==> config.mk <==
export PLATFORM = sky130hd
export DESIGN_NAME = rnbip_reg_sequencer
export DESIGN_NICKNAME = d
export VERILOG_FILES = /design/src/rtl/rnbip_reg_sequencer_pkg.sv /design/src/rtl/rnbip_reg_sequencer_alu_watchdog.sv /design/src/rtl/rnbip_reg_sequencer.sv
export SDC_FILE = /design/constraint.sdc
export NUM_CORES = 1
export LEC_CHECK = 0
export CAP_MARGIN = 20
export CORE_UTILIZATION = 30
export CTS_BUF_LIST = sky130_fd_sc_hd__clkbuf_2 sky130_fd_sc_hd__clkbuf_4 sky130_fd_sc_hd__clkbuf_8
export DETAILED_ROUTE_END_ITERATION = 7
export PLACE_DENSITY_LB_ADDON = 0.05
export SYNTH_ARGS = -nofsm -noshare
export SYNTH_HDL_FRONTEND = slang
export SYNTH_HIERARCHICAL = 1
export SYNTH_SLANG_ARGS = --single-unit
==> constraint.sdc <==
create_clock -name clk -period 3.81 [get_ports clk]
set_clock_uncertainty 0.1 [all_clocks]
set_input_delay 0.762 -clock clk [delete_from_list [all_inputs] [get_ports clk]]
set_output_delay 0.762 -clock clk [all_outputs]
set_load 0.005 [all_outputs]
==> src/rtl/rnbip_reg_sequencer_pkg.sv <==
// Shared constants for the RNBIP-2 register-file sequencer.
// Holds the register-file command codes (enab), write-source codes (mux_sel),
// instruction class values, the NOP/HALT encodings and the FSM state type.
package rnbip_reg_sequencer_pkg;

  localparam logic [1:0] ENAB_IDLE  = 2'b00;
  localparam logic [1:0] ENAB_WRITE = 2'b01;
  localparam logic [1:0] ENAB_READ  = 2'b11;

  localparam logic [1:0] MUX_FEEDBACK = 2'b00;
  localparam logic [1:0] MUX_OR2      = 2'b10;
  localparam logic [1:0] MUX_ALU      = 2'b11;

  localparam logic [1:0] CLS_MVI = 2'b00;
  localparam logic [1:0] CLS_MOV = 2'b01;
  localparam logic [1:0] CLS_ALU = 2'b10;
  localparam logic [1:0] CLS_SYS = 2'b11;

  localparam logic [7:0] INSTR_NOP  = 8'hC0;
  localparam logic [7:0] INSTR_HALT = 8'hFF;

  typedef enum logic [3:0] {
    ST_IDLE,
    ST_FETCH,
    ST_IMM,
    ST_WR_IMM,
    ST_RD_SRC,
    ST_WR_MOV,
    ST_ALU_WAIT,
    ST_WR_ALU,
    ST_HALT
  } state_t;

endpackage

==> src/rtl/rnbip_reg_sequencer_alu_watchdog.sv <==
// alu_watchdog: clear/enable cycle counter with terminal-count flag.
// Ports: clk, rst_n (async active-low), clr (sync clear, has priority),
//        en (count up), tc (count has reached ALU_TIMEOUT-1, i.e. the
//        current enabled cycle is the ALU_TIMEOUT-th one).
module alu_watchdog #(
  parameter int unsigned ALU_TIMEOUT = 16
) (
  input  logic clk,
  input  logic rst_n,
  input  logic clr,
  input  logic en,
  output logic tc
);

  logic [7:0] count;

  always_ff @(posedge clk or negedge rst_n) begin
    if (!rst_n) begin
      count <= '0;
    end else if (clr) begin
      count <= '0;
    end else if (en) begin
      count <= count + 8'd1;
    end
  end

  assign tc = (count == 8'(ALU_TIMEOUT - 1));

endmodule

==> src/rtl/rnbip_reg_sequencer.sv <==
// rnbip_reg_sequencer: byte-stream instruction sequencer driving the RNBIP-2
// register file (enab/seg/mux_sel/OR2) and handshaking with the ALU.
// Ports: clk, rst_n (async active-low); instr_valid/instr/instr_ready byte
//        handshake; OR2 immediate operand; enab/seg/mux_sel register-file
//        command; alu_op/alu_start/alu_done ALU handshake; halted, err pulse,
//        retired instruction counter.
module rnbip_reg_sequencer
  import rnbip_reg_sequencer_pkg::*;
#(
  parameter int unsigned ALU_TIMEOUT = 16
) (
  input  logic        clk,
  input  logic        rst_n,
  input  logic        instr_valid,
  input  logic [7:0]  instr,
  output logic        instr_ready,
  output logic [7:0]  OR2,
  output logic [1:0]  enab,
  output logic [2:0]  seg,
  output logic [1:0]  mux_sel,
  output logic [2:0]  alu_op,
  output logic        alu_start,
  input  logic        alu_done,
  output logic        halted,
  output logic        err,
  output logic [15:0] retired
);

  state_t     state, state_d;
  logic [2:0] rd_q;
  logic       is_alu_q;
  logic [1:0] enab_d, mux_d;
  logic [2:0] seg_d;
  logic       err_d, ret_inc, wd_clr, wd_en, wd_tc, accept;

  alu_watchdog #(.ALU_TIMEOUT(ALU_TIMEOUT)) u_watchdog (
    .clk   (clk),
    .rst_n (rst_n),
    .clr   (wd_clr),
    .en    (wd_en),
    .tc    (wd_tc)
  );

  assign instr_ready = (state == ST_FETCH) || (state == ST_IMM);
  assign accept      = instr_valid && instr_ready;
  assign halted      = (state == ST_HALT);
  assign alu_start   = (state == ST_RD_SRC) && is_alu_q;

  // enab/seg/mux_sel are computed for the state being entered and registered,
  // so they line up with that state while staying free of input paths.
  always_comb begin
    state_d = state;
    enab_d  = ENAB_IDLE;
    seg_d   = seg;
    mux_d   = mux_sel;
    err_d   = 1'b0;
    ret_inc = 1'b0;
    wd_clr  = 1'b0;
    wd_en   = 1'b0;
    case (state)
      ST_IDLE: state_d = ST_FETCH;
      ST_FETCH: begin
        if (instr_valid) begin
          case (instr[7:6])
            CLS_MVI: state_d = ST_IMM;
            CLS_MOV, CLS_ALU: begin
              state_d = ST_RD_SRC;
              enab_d  = ENAB_READ;
              seg_d   = instr[2:0];
            end
            CLS_SYS: begin
              if (instr == INSTR_NOP) begin
                ret_inc = 1'b1;
              end else if (instr == INSTR_HALT) begin
                state_d = ST_HALT;
                ret_inc = 1'b1;
              end else begin
                err_d = 1'b1;
              end
            end
          endcase
        end
      end
      ST_IMM: begin
        if (instr_valid) begin
          state_d = ST_WR_IMM;
          enab_d  = ENAB_WRITE;
          seg_d   = rd_q;
          mux_d   = MUX_OR2;
        end
      end
      ST_WR_IMM: begin
        state_d = ST_FETCH;
        ret_inc = 1'b1;
      end
      ST_RD_SRC: begin
        wd_clr = 1'b1;
        if (is_alu_q) begin
          state_d = ST_ALU_WAIT;
        end else begin
          state_d = ST_WR_MOV;
          enab_d  = ENAB_WRITE;
          seg_d   = rd_q;
          mux_d   = MUX_FEEDBACK;
        end
      end
      ST_WR_MOV: begin
        state_d = ST_FETCH;
        ret_inc = 1'b1;
      end
      ST_ALU_WAIT: begin
        wd_en = 1'b1;
        // done wins over a timeout expiring in the same cycle
        if (alu_done) begin
          state_d = ST_WR_ALU;
          enab_d  = ENAB_WRITE;
          seg_d   = 3'd0;
          mux_d   = MUX_ALU;
        end else if (wd_tc) begin
          state_d = ST_FETCH;
          err_d   = 1'b1;
        end
      end
      ST_WR_ALU: begin
        state_d = ST_FETCH;
        ret_inc = 1'b1;
      end
      ST_HALT: state_d = ST_HALT;
      default: state_d = ST_IDLE;
    endcase
  end

  always_ff @(posedge clk or negedge rst_n) begin
    if (!rst_n) begin
      state <= ST_IDLE;
    end else begin
      state <= state_d;
    end
  end

  always_ff @(posedge clk or negedge rst_n) begin
    if (!rst_n) begin
      enab     <= ENAB_IDLE;
      seg      <= '0;
      mux_sel  <= MUX_FEEDBACK;
      err      <= 1'b0;
      retired  <= '0;
      OR2      <= '0;
      alu_op   <= '0;
      rd_q     <= '0;
      is_alu_q <= 1'b0;
    end else begin
      enab    <= enab_d;
      seg     <= seg_d;
      mux_sel <= mux_d;
      err     <= err_d;
      if (ret_inc) begin
        retired <= retired + 16'd1;
      end
      if (accept && state == ST_IMM) begin
        OR2 <= instr;
      end
      if (accept && state == ST_FETCH) begin
        rd_q     <= (instr[7:6] == CLS_MVI) ? instr[2:0] : instr[5:3];
        is_alu_q <= (instr[7:6] == CLS_ALU);
        if (instr[7:6] == CLS_ALU) begin
          alu_op <= instr[5:3];
        end
      end
    end
  end

endmodule

### Yosys cells after proc, flatten, opt, wreduce, memory -nomap -nowiden

Cells that the tools add are included.

| operators by class | value |
|---|---|
| add/sub/neg operators | 2 |
| eq/ne operators | 22 |
| muxes and demuxes | 42 |
| reductions and logical operators | 17 |

Operator list:

| kind | number |
|---|---|
| $mux 4 | 6 |
| $pmux 4 s6 | 1 |
| $mux 3 | 6 |
| $add 16x1->16 const B | 1 |
| $eq 4x3->1 const B | 4 |
| $eq 8x8->1 const B | 2 |
| $mux 8 | 2 |
| $mux 1 | 15 |
| $mux 2 | 6 |
| $pmux 3 s4 | 1 |
| $pmux 4 s3 | 1 |
| $add 8x1->8 const B | 1 |
| $eq 4x2->1 const B | 2 |
| $eq 8x4->1 const B | 1 |
| $ne 2x2->1 const B | 4 |
| $pmux 2 s4 | 1 |
| $ne 3x3->1 const B | 2 |
| $pmux 2 s3 | 1 |
| $reduce_and 6->1 | 1 |
| $reduce_and 5->1 | 1 |
| $eq 2x2->1 const B | 2 |
| $eq 4x1->1 const B | 1 |
| $eq 4x4->1 const B | 1 |
| $logic_and 1x1->1 | 4 |
| 15 further kinds | 16 |

| word-level totals | value |
|---|---|
| register bits | 51 |
| bits of input ports | 12 |
| output and inout bits | 38 |
| word-level logic and storage cells | 94 |

### Logic depth before layout (Yosys ltp)

| logic depth | value |
|---|---|
| depth after elaboration | 6 |
| mapped depth | 8 |
| depth with buffers taken out | 6 |

### Modules after synthesis

The synthesis kept the hierarchy.

By module, submodules not included:

| module | times used | cells each | area each (sq um) | seq. area each (sq um) |
|---|---|---|---|---|
| rnbip_reg_sequencer | 1 | 198 | 2160.8 | 1076.0 |
| alu_watchdog | 1 | 39 | 394.1 | 200.2 |

### Worst setup path before layout

Ideal clock, no wire load.

| timing path | value |
|---|---|
| path kind | in2reg |
| from | input instr[6] |
| to | register retired[1] |
| setup time | 125 ps |
| arrival | 2261 ps |
| required time | 3585 ps |
| path slack | 1324 ps |
| stages on the path | 6 |
| path buffers | 0 |
| cell sequence | ha_1 > or4b_4 > nor4_4 > o21ai_4 > and2_2 > mux2_2 |

| on the way | value |
|---|---|
| word-level cells in the longest chain between the ends | 6 |
| elaborated cells on any way between the ends | 8 |
| classes of those cells | 3 x eq/ne; 5 x mux |

RTL lines:

| what | RTL line | source |
|---|---|---|
| start: declaration | rnbip_reg_sequencer.sv:15 | `input logic [7:0] instr,` |
| $eq 8x8->1 | rnbip_reg_sequencer.sv:74 | `end else if (instr == INSTR_HALT) begin` |
| $mux 1 | rnbip_reg_sequencer.sv:74 |  |
| $mux 1 | rnbip_reg_sequencer.sv:72 | `if (instr == INSTR_NOP) begin` |
| $mux 1 (*) | rnbip_reg_sequencer.sv:64 | `case (instr[7:6])` |
| $mux 1 (*) | rnbip_reg_sequencer.sv:63 | `if (instr_valid) begin` |
| $pmux 1 s2 (*) | rnbip_reg_sequencer.sv:60 | `case (state)` |
| end signal: assignment | rnbip_reg_sequencer.sv:158 | `retired <= retired + 16'd1;` |
| end: declaration | rnbip_reg_sequencer.sv:26 | `output logic [15:0] retired` |

Mark *: on every way between the ends. The rest lies on a longest branch, timed or not.
A chain may end at the register's enable or synchronous reset.

### Worst setup path after layout

| timing path | value |
|---|---|
| from | input instr[7] |
| to | register retired[10] |

Same word-level chain as after synthesis.

==> impl_metrics.ini <==
[status]
outcome = completed

[critical_path]
worstPathRequired_ns = 3.94
arrival_ns = 3.02
crit_type = in2reg
critPathTopFamily = simple AND/OR/NAND/NOR gates
crit_path_end_kind = flop
critical_path.cell_chain = clkdlybuf4s50_1 -> ha_1 -> or4b_4 -> nor4_4 -> o21ai_4 -> a2111oi_4 -> xor2_1
crit_slowest_cell = clkdlybuf4s50_1
slowest_delay_ns = 0.51
crit_path_start_kind = input pin
cp_num_buf_inv = 1
crit_fanout = 10

[global_route]
grt_max_degree = 39
grt_antenna_before_repair = 0
grt_usage_pct = 14.1
grt_pass1_wl_um = 9550
grt_pass1_vias = 1797
grt-ovfl-total = 0

[clock_network]
numCtsBuffers = 5
clkLatencyLatePin_ns = 0.30
cts_htree_levels = 2
cts_tree = built
holdBufCountCts = 0
clock_path_buffers = 2
post_cts_buffers = 0
cts.repair.resized = 0
cts_sinks = 51
path_clk_slew_ns = 0.10
cts_root_buf = clkbuf_8

[detailed_routing]
wl_per_cell_um = 14.8
ant_nets = 0
drt-initial-drc-count = 88
drt-total-wl_um = 5820
drc = 0
via_per_inst = 4.90
vias = 1921
drtPass1Iterations = 4

[sta]
finalCritPeriodShare_pct = 75.9
drv_slew = 0
finalSetupTns_ns = 0
relSlewSlack_pct = 40.0
hold_viol = 0
fmax_mhz = 346
worst_pin_slew_ns = 0.900
setup_slack_ns = 0.919
setup_viol = 0
rsz0062_at_grt = false
final_period_minus_worst_setup_slack_ns = 2.89

[synthesis]
synthesis.nets = 255
ys_top_cells_by_count = 51 x dfrtp_1, 18 x nand2_1, 17 x nor2_1, 16 x xor2_1, 13 x mux2_2
yosys_warnings = 6
syn_area_per_cell_um2 = 10.8
synth_area_leaders = dfrtp_1 50%, mux2_2 5.7%, xor2_1 5.5%, ha_1 2.9%, nand2_1 2.6%
syn_inst = 237
seq_area_frac_synth_pct = 50.0
yosysMostFrequentCell = dfrtp_1
yosys_register_bits = 51
synth_flop_cell = dfrtp_1
async_flop_share_pct = 100
synth_top_area_share_pct = 50.0
synth_cell_type_count = 43
synth_area_leader_cell = dfrtp_1
synth_edf_count = 0
synth_area_mm2 = 0.00255

[run]
cap_violations = 0

[power]
p_per_area_mw_per_mm2 = 630
vdd_ir_drop_max_v = 0.000262
power.leakage_nw = 1.30

[placed_design]
dp_slack_ns = 0.603
dp_hpwl_um = 4230
port_buffers = 49
globalplace.congestion = 0.777

[layout]
drive_gt1_share_pct = 10.8
final_util_pct = 39.7
fin_nets = 305
area_growth_pct = 27.5
antennaDiodeCount = 0

[die]
dieArea_mm2 = 0.00889
io-pin-count = 50
die_h_um = 94.3
die_w_um = 94.3
core_area_mm2 = 0.00822
initial_core_util_pct = 31.1
fp-row-count = 33

[hold_path]
worstHoldPathType = reg2reg
==> area by class of cell <==
class,instances,area [um2]
Clock buffer,5,68.8
Timing Repair Buffer,51,500
Inverter,7,26.3
Fill cell,825,4960
Clock inverter,2,37.5
Sequential cell,51,1280
Tap cell,105,131
Multi-Input combinational cell,171,1220
==> metal layers <==
layer	wire [um]	track usage (%)	vias up
met1	3040	21.6	934
met4	55	3.46	0
met2	2510	20.0	37
met5	0	0	-
met3	210	2.75	5
li1	-	-	945
==> state kept, by name, summed over array words and instances, names as in the netlist, 3 cells and up <==
name and flops:
OR2 8, rd_q 3, seg 3, alu_op 3, state 4, u_watchdog/count 8
retired 16
==> worst paths after layout <==
| path | from | endpoint | slack, ns | cells past startpoint |
|---|---|---|---|---|
| max reg2reg | state[2] | seg[1] | 1.48 | 4 |
| min in group asynchronous | rst_n | seg[0] | 0.48 | 1 |
| max in group asynchronous | rst_n | OR2[7] | 2.40 | 2 |
| min | retired[15] | retired[15] | 0.38 | 1 |
| min reg2reg | retired[15] | retired[15] | 0.38 | 1 |
| max | instr[7] | retired[10] | 0.92 | 7 |
==> where the power goes <==
group | internal (mW) | switching [mW] | total, mW | leakage [nW]
logic | 0.469 | 0.324 | 0.793 | 0.632
registers | 0.717 | 0.169 | 0.886 | 0.617
clock network | 0.192 | 0.183 | 0.375 | 0.0502
total | 1.38 | 0.675 | 2.05 | 1.30
==> metrics by stage <==
| step | hold slack, ns | std cells | cell area (um2) | total power [mW] |
|---|---|---|---|---|
| 4_1_cts | 0.379 | 392 | 3260 | 2.08 |
| 2_1_floorplan | 0.351 | 237 | 2550 | 1.28 |
| 6_report | 0.376 | 392 | 3260 | 2.05 |
| 3_5_place_dp | 0.363 | 385 | 3150 | 1.70 |
| 3_3_place_gp | 0.358 | 385 | 3150 | 1.70 |
| 5_1_grt | 0.393 | 392 | 3260 | 2.21 |
==> cell families (layout without fill, tap and decap cells) <==
group           after synthesis  in the layout  synth area share (%)
xor+xnor                     20             20                  6.86
fa+ha+maj                     6              6                  2.94
buf+inv                      15             65                  2.40
compound gates               46             46                  12.9
mux                          17             17                  7.30
simple gates                 82             82                  17.6
flops                        51             51                  50.0
==> worst reg2reg max path, stage by stage, from the launching register on <==
cell      delay (ns)
dfrtp_1         0.51
nor2_1          0.42
nand3_1         0.42
o211ai_2        0.40
mux2_2          0.38
==> cells in the final DEF (no fill, tap or decap), types with 5 or more instances in the layout <==
cell type        synthesis  final
xor2_1                  16     16
nand2_1                 18     18
a211oi_1                 5      5
nor2_1                  17     17
o21ai_0                 10     10
dfrtp_1                 51     51
clkbuf_8                 0      5
inv_1                    7      7
ha_1                     6      6
nand4_1                  6      6
nand2b_1                 6      6
nand3_1                 12     12
clkdlybuf4s50_1          0     48
mux2_2                  13     13
a21oi_1                 11     11
Note: power is estimated with default switching activity, not from simulation.
